<file path="config.mk">
export PLATFORM = sky130hd
export DESIGN_NAME = prob2_pipe_flat
export DESIGN_NICKNAME = d
export VERILOG_FILES = /design/src/rtl/prob2_pipe_if.sv /design/src/rtl/prob2_pipe.sv /design/src/flat_wrapper.sv
export SDC_FILE = /design/constraint.sdc
export NUM_CORES = 1
export LEC_CHECK = 0
export ABC_AREA = 0
export BUFFER_PORTS_ARGS = -buffer_cell sky130_fd_sc_hd__buf_2
export CORE_ASPECT_RATIO = 1.4
export CORE_MARGIN = 1.5
export CORE_UTILIZATION = 57
export CTS_CLUSTER_DIAMETER = 30
export DETAILED_ROUTE_END_ITERATION = 6
export PLACE_DENSITY = 0.85
export REMOVE_ABC_BUFFERS = 1
export SYNTH_ARGS = -nofsm -noshare
export SYNTH_HDL_FRONTEND = slang
export SYNTH_SLANG_ARGS = --single-unit
</file>
<file path="constraint.sdc">
create_clock -name clk -period 3.68 [get_ports clk]
set_input_delay 0.736 -clock clk [delete_from_list [all_inputs] [get_ports clk]]
set_output_delay 0.736 -clock clk [all_outputs]
set_load 0.05 [all_outputs]
</file>
<file path="src/rtl/prob2_pipe_if.sv">
// prob2_pipe_if -- stream bundle for the prob2_pipe lane pipeline.
//   Input side : in_valid / in_ready handshake with lane operands n1, n2, n3.
//   Output side: out_valid / out_ready handshake with lane results n11, n12, n13.
//   Status     : xfer_count, saturating count of completed output transfers.
// The slave modport is the pipeline's view; the master modport is the
// view of whatever drives the inputs and consumes the results.
interface prob2_pipe_if #(
    parameter int WIDTH = 8,
    parameter int CNT_W = 16
);
    logic             in_valid;
    logic             in_ready;
    logic [WIDTH-1:0] n1;
    logic [WIDTH-1:0] n2;
    logic [WIDTH-1:0] n3;
    logic             out_valid;
    logic             out_ready;
    logic [WIDTH-1:0] n11;
    logic [WIDTH-1:0] n12;
    logic [WIDTH-1:0] n13;
    logic [CNT_W-1:0] xfer_count;

    modport slave (
        input  in_valid, n1, n2, n3, out_ready,
        output in_ready, out_valid, n11, n12, n13, xfer_count
    );

    modport master (
        output in_valid, n1, n2, n3, out_ready,
        input  in_ready, out_valid, n11, n12, n13, xfer_count
    );
endinterface

</file>
<file path="src/rtl/prob2_pipe.sv">
// prob2_pipe -- pipelined, multi-lane prob2 logic cone.
// Every bit-lane computes n11 = ~(n1&n2&~n3), n12 = n1|n2, n13 = n1?n3:n2.
// The results travel through STAGES registers under a valid/ready handshake
// whose backpressure ripples combinationally from out_ready to in_ready.
// Ports:
//   clk  - rising-edge clock
//   rst  - synchronous, active-high reset (clears valids, data and counter)
//   bus  - prob2_pipe_if.slave: in_valid/in_ready/n1/n2/n3 in,
//          out_valid/out_ready/n11/n12/n13 out, xfer_count status
module prob2_pipe #(
    parameter int WIDTH  = 8,
    parameter int STAGES = 2,
    parameter int CNT_W  = 16
) (
    input  logic         clk,
    input  logic         rst,
    prob2_pipe_if.slave  bus
);
    localparam int DW   = 3 * WIDTH;
    localparam int LAST = STAGES - 1;

    if (STAGES < 1 || STAGES > 4 || WIDTH < 1) begin : g_param_check
        $error("prob2_pipe: STAGES must be 1..4 and WIDTH >= 1");
    end

    // First logic level: n6 = n1|n2, n7 = n2, n8 = n1&~n3, packed {n6,n7,n8}.
    function automatic logic [DW-1:0] level2(input logic [WIDTH-1:0] a,
                                             input logic [WIDTH-1:0] b,
                                             input logic [WIDTH-1:0] c);
        logic [WIDTH-1:0] n6;
        logic [WIDTH-1:0] n7;
        logic [WIDTH-1:0] n8;
        n6 = a | b;
        n7 = b;
        n8 = a & ~c;
        return {n6, n7, n8};
    endfunction

    // Second logic level from packed {n6,n7,n8} to packed {n11,n12,n13}.
    function automatic logic [DW-1:0] level3(input logic [DW-1:0] l2);
        logic [WIDTH-1:0] n6;
        logic [WIDTH-1:0] n7;
        logic [WIDTH-1:0] n8;
        logic [WIDTH-1:0] n9;
        logic [WIDTH-1:0] n10;
        n6  = l2[DW-1 -: WIDTH];
        n7  = l2[2*WIDTH-1 -: WIDTH];
        n8  = l2[WIDTH-1:0];
        n9  = ~n6;
        n10 = ~(n6 | n7);
        return {~(n7 & n8), ~(n9 | n10), ~(n10 | n8)};
    endfunction

    logic [STAGES-1:0] v_q;
    logic [STAGES-1:0] v_d;
    logic [DW-1:0]     data_q [STAGES];
    logic [DW-1:0]     data_d [STAGES];
    logic [STAGES-1:0] adv_s;
    logic [DW-1:0]     stage0_s;
    logic [CNT_W-1:0]  cnt_q;
    logic [CNT_W-1:0]  cnt_d;
    logic              xfer_s;

    // Stage-0 payload: the full cone for a single stage, else the level-2 nets.
    always_comb begin
        stage0_s = {DW{1'b0}};
        if (STAGES == 1) begin
            stage0_s = level3(level2(bus.n1, bus.n2, bus.n3));
        end else begin
            stage0_s = level2(bus.n1, bus.n2, bus.n3);
        end
    end

    // Backpressure: a stage may load if it is empty or its content leaves.
    // Walking from the output keeps bubbles collapsible in one cycle.
    always_comb begin
        logic take;
        take  = bus.out_ready;
        adv_s = {STAGES{1'b0}};
        for (int k = LAST; k >= 0; k--) begin
            take     = ~v_q[k] | take;
            adv_s[k] = take;
        end
    end

    // Stage next-state: loading stages take upstream valid/data, others hold.
    always_comb begin
        v_d = v_q;
        for (int k = 0; k < STAGES; k++) begin
            data_d[k] = data_q[k];
        end
        if (adv_s[0]) begin
            v_d[0] = bus.in_valid;
            if (bus.in_valid) begin
                data_d[0] = stage0_s;
            end else begin
                data_d[0] = data_q[0];
            end
        end else begin
            v_d[0] = v_q[0];
        end
        for (int k = 1; k < STAGES; k++) begin
            if (adv_s[k]) begin
                v_d[k] = v_q[k-1];
                // Data only moves with a valid token so bubbles leave it intact.
                if (v_q[k-1] && k == 1) begin
                    data_d[k] = level3(data_q[k-1]);
                end else if (v_q[k-1]) begin
                    data_d[k] = data_q[k-1];
                end else begin
                    data_d[k] = data_q[k];
                end
            end else begin
                v_d[k] = v_q[k];
            end
        end
    end

    assign xfer_s = v_q[LAST] & bus.out_ready;

    // Transfer counter: count completed output transfers, stick at all-ones.
    always_comb begin
        cnt_d = cnt_q;
        if (xfer_s && (cnt_q != {CNT_W{1'b1}})) begin
            cnt_d = cnt_q + CNT_W'(1);
        end else begin
            cnt_d = cnt_q;
        end
    end

    // State registers with synchronous reset that also discards in-flight data.
    always_ff @(posedge clk) begin
        if (rst) begin
            v_q   <= {STAGES{1'b0}};
            cnt_q <= {CNT_W{1'b0}};
            for (int k = 0; k < STAGES; k++) begin
                data_q[k] <= {DW{1'b0}};
            end
        end else begin
            v_q   <= v_d;
            cnt_q <= cnt_d;
            for (int k = 0; k < STAGES; k++) begin
                data_q[k] <= data_d[k];
            end
        end
    end

    assign bus.in_ready   = adv_s[0];
    assign bus.out_valid  = v_q[LAST];
    assign bus.n11        = data_q[LAST][DW-1 -: WIDTH];
    assign bus.n12        = data_q[LAST][2*WIDTH-1 -: WIDTH];
    assign bus.n13        = data_q[LAST][WIDTH-1:0];
    assign bus.xfer_count = cnt_q;
endmodule
</file>
<file path="src/flat_wrapper.sv">
// flat-port wrapper written by rule: the top's interface ports become plain ports
module prob2_pipe_flat 
#(
    parameter int WIDTH  = 8,
    parameter int STAGES = 2,
    parameter int CNT_W  = 16
)
  (clk, rst, bus_in_valid, bus_n1, bus_n2, bus_n3, bus_out_ready, bus_in_ready, bus_out_valid, bus_n11, bus_n12, bus_n13, bus_xfer_count);
  prob2_pipe_if #(.WIDTH(WIDTH), .CNT_W(CNT_W)) bus_i ();
  input  logic clk;
  input  logic rst;
  input wire logic [$bits(bus_i.in_valid)-1:0] bus_in_valid;
  input wire logic [$bits(bus_i.n1)-1:0] bus_n1;
  input wire logic [$bits(bus_i.n2)-1:0] bus_n2;
  input wire logic [$bits(bus_i.n3)-1:0] bus_n3;
  input wire logic [$bits(bus_i.out_ready)-1:0] bus_out_ready;
  output wire logic [$bits(bus_i.in_ready)-1:0] bus_in_ready;
  output wire logic [$bits(bus_i.out_valid)-1:0] bus_out_valid;
  output wire logic [$bits(bus_i.n11)-1:0] bus_n11;
  output wire logic [$bits(bus_i.n12)-1:0] bus_n12;
  output wire logic [$bits(bus_i.n13)-1:0] bus_n13;
  output wire logic [$bits(bus_i.xfer_count)-1:0] bus_xfer_count;
  assign bus_i.in_valid = bus_in_valid;
  assign bus_i.n1 = bus_n1;
  assign bus_i.n2 = bus_n2;
  assign bus_i.n3 = bus_n3;
  assign bus_i.out_ready = bus_out_ready;
  assign bus_in_ready = bus_i.in_ready;
  assign bus_out_valid = bus_i.out_valid;
  assign bus_n11 = bus_i.n11;
  assign bus_n12 = bus_i.n12;
  assign bus_n13 = bus_i.n13;
  assign bus_xfer_count = bus_i.xfer_count;
  prob2_pipe #(.WIDTH(WIDTH), .STAGES(STAGES), .CNT_W(CNT_W)) u_core (.clk(clk), .rst(rst), .bus(bus_i));
endmodule
</file>
==> metrics <==
Setup Skew 0.00566 ns; largest net degree at the start of global routing 63; wire per inst 12.9 um; final setup margin 1.66 ns; Switching Fraction around 24%; Gate power share between 9 and 10%; Post-CTS Resized 0; core footprint 0.00480 mm2; top cells by area, synth dfxtp_1 (47%), a21oi_1 (7.9%), nand2_1 (7.1%); f_max 495 MHz; Reg2Reg Depth 4; Area Overhead vs Synth 15.2%; r2r startpoint u_core.bus.xfer_count[12]$_SDFFE_PP0P_; Nets 406; worst reg2reg setup slack roughly 1.7 ns; Final Hold Fails 0; H-tree level count 3; number of I/O port buffers 69; Final GP Congestion 0.750; clock slew at reported path FFs 0.07 ns; CTS tree built; number of diodes 0; Max Cap Viol 0; grt met3 use 6.10%; post-synthesis register bit count 66; Setup TNS Final 0 ns; PD cells 516 mW/mm2; Slew @ Worst Pin 1.09 ns; Max VDD drop approximately 350 uV; DRC viols 0; post-placement setup slack between 1 and 1.5 ns; Clock Power Share 44.9%; GR Util met2 approximately two fifths; initial antenna violation count 0; DIE WIDTH 62.6 um; fin cells 446; row cnt 30; DR vias/cell between 5 and 6; Via Count 2478; Num CTS Buffers 9; met1 Use GR 24.6%; vias in the first global route approximately 2200; Hold/Removal Path Class reg -> reg; outcome complete, no violations; element type at the critical path start input port; first-pass GRT wire length roughly 9.5 mm; setup violators final 0; Die ar. between 0.005 and 0.006 mm2; RSZ-0062 raised after global routing false; # Post-CTS Setup Buffers 0; hold_buf cts 0; Netlist cell types 36; Flop pwr share 45.4%; Routed WL between 5 and 6 mm; cell internal pwr 1.28 mW; Die Y 86.5 um; fin crit share 54.9%; Post-Syn Instances 338; WP data required 2.94 ns; Slew Limit Fails 0; P_leak 1.34 nW; HPWL after DPL 3.80 mm; worst-skew pair later-pin latency 0.34 ns; num ports 70; GRT Residual Overflow 0; net switching power 406 uW; share of cells above drive strength 1 25.4%; clock sink count 66; DR iter-0 viols 195; post-synth top area share 46.6%; GRT Max-Usage Layer met2; Worst slew margin a little over a quarter; kind of critical path in -> out; GRT Util Overall 21.9%; Arr. time, crit path 1.28 ns; Seq/Total Area, Yosys approximately 47%; Critical Path Fanout Max 4; synthesized area per cell 8.39 um2; Worst Hold End u_core.data_q[0][24]$_SDFFE_PP0P_; CTS root buffer clkbuf_8; Inst Count DP 430; Reg2Reg Capture Point u_core.bus.xfer_count[13]$_SDFFE_PP0P_; CTS Buffer Depth 2; Routed Antenna Nets 0; Synth warnings 0; hold wc startpoint u_core.data_q[0][24]$_SDFFE_PP0P_; CP endpoint kind primary output; Mapped Area 0.00284 mm2; hold path cells 2; DRT Pass-1 Iters 4; initial core utilization 59.0%; crit path time final 2.02 ns; area leader, netlist dfxtp_1
## sequential cells by signal, summed over array words and instances (netlist names)
| name | flops |
|---|---|
| u_core.data_q | 48 |
| u_core.bus.xfer_count | 16 |
| u_core.v_q | 2 |
## critical path, cell delays in order
cell,delay (ns)
buf_2,0.12
nand3b_1,0.19
buf_2,0.24
## cells in the final DEF (no fill, tap or decap), types with 4 or more instances in the layout
master    count
nand2_1      54
a311oi_1      8
clkbuf_8     11
nand3_1       4
buf_2        69
nor2_1       32
nand3b_1      9
o21ai_0       4
a21oi_1      44
nor3_1       18
nor2b_1       4
or3_1        13
inv_1         4
or4_1         5
dfxtp_1      66
o31ai_1       7
## cell type report
cell class | count | area (um2)
repair buffers | 70 | 353
inverters | 4 | 15.0
clock inverters | 4 | 97.6
multi-input cells | 226 | 1240
fillers | 424 | 1540
flip-flops and latches | 66 | 1320
well taps | 64 | 80.1
clock buffers | 12 | 155
## layer usage
metal / vias up / part of all wire, %
li1: 1229 / -
met1: 1161 / 41
met2: 81 / 52
met3: 7 / 6.1
met4: 0 / 0.80
met5: - / 0
## stage by stage
stage                     cell area, um2  util, %  power [mW]  hold WS (ns)
final                               3270     68.0        1.69         0.455
after floorplan                     2570        -       0.886         0.435
after CTS                           3270     68.0        1.69         0.454
after global placement              3010     62.7       0.942         0.437
after global routing                3270     68.0        1.75         0.479
after detailed placement            3010     62.7       0.945         0.445
## cells by family after synthesis
group	after synthesis	synth area share, %
AND/OR/NAND/NOR	156	28.5
buffers and inverters	46	9.75
AO/OA/AOI/OAI	66	13.5
multiplexers	3	1.32
flip-flops	66	46.6
adder cells (fa/ha/maj)	1	0.441
## worst max path at each step
stage	endpoint	slack (ns)	from	depth (start not counted)
6_report	bus_in_ready	1.66	bus_out_ready	3
5_1_grt	u_core.bus.xfer_count[13]$_SDFFE_PP0P_	1.57	u_core.bus.xfer_count[5]$_SDFFE_PP0P_	4
4_1_cts	bus_in_ready	1.66	bus_out_ready	3
3_5_place_dp	u_core.data_q[0][30]$_SDFFE_PP0P_	1.41	bus_out_ready	5
3_3_place_gp	u_core.data_q[0][31]$_SDFFE_PP0P_	1.47	bus_out_ready	5
2_1_floorplan	u_core.data_q[0][10]$_SDFFE_PP0P_	1.53	bus_out_ready	4
## cells in the mapped netlist, drive strengths merged
cell type / number
a211oi: 1
a21oi: 45
a311oi: 8
a31oi: 1
and3: 1
and4: 2
buf: 27
clkbuf: 15
dfxtp: 66
ha: 1
inv: 4
mux2: 3
nand2: 54
nand2b: 1
nand3: 4
nand3b: 9
nand4: 4
nor2: 32
nor2b: 5
nor3: 18
nor4: 5
o21ai: 4
o31ai: 7
or2: 2
or3: 13
or3b: 1
or4: 5
## power by group through the flow
stage	clock [mW]	combinational (mW)	sequential, mW
6_report	0.758	0.164	0.765
5_1_grt	0.805	0.179	0.769
4_1_cts	0.762	0.165	0.765
3_5_place_dp	0	0.164	0.781
3_3_place_gp	0	0.161	0.780
2_1_floorplan	0	0.0556	0.830
No activity file was read; power rests on OpenSTA's default activity.
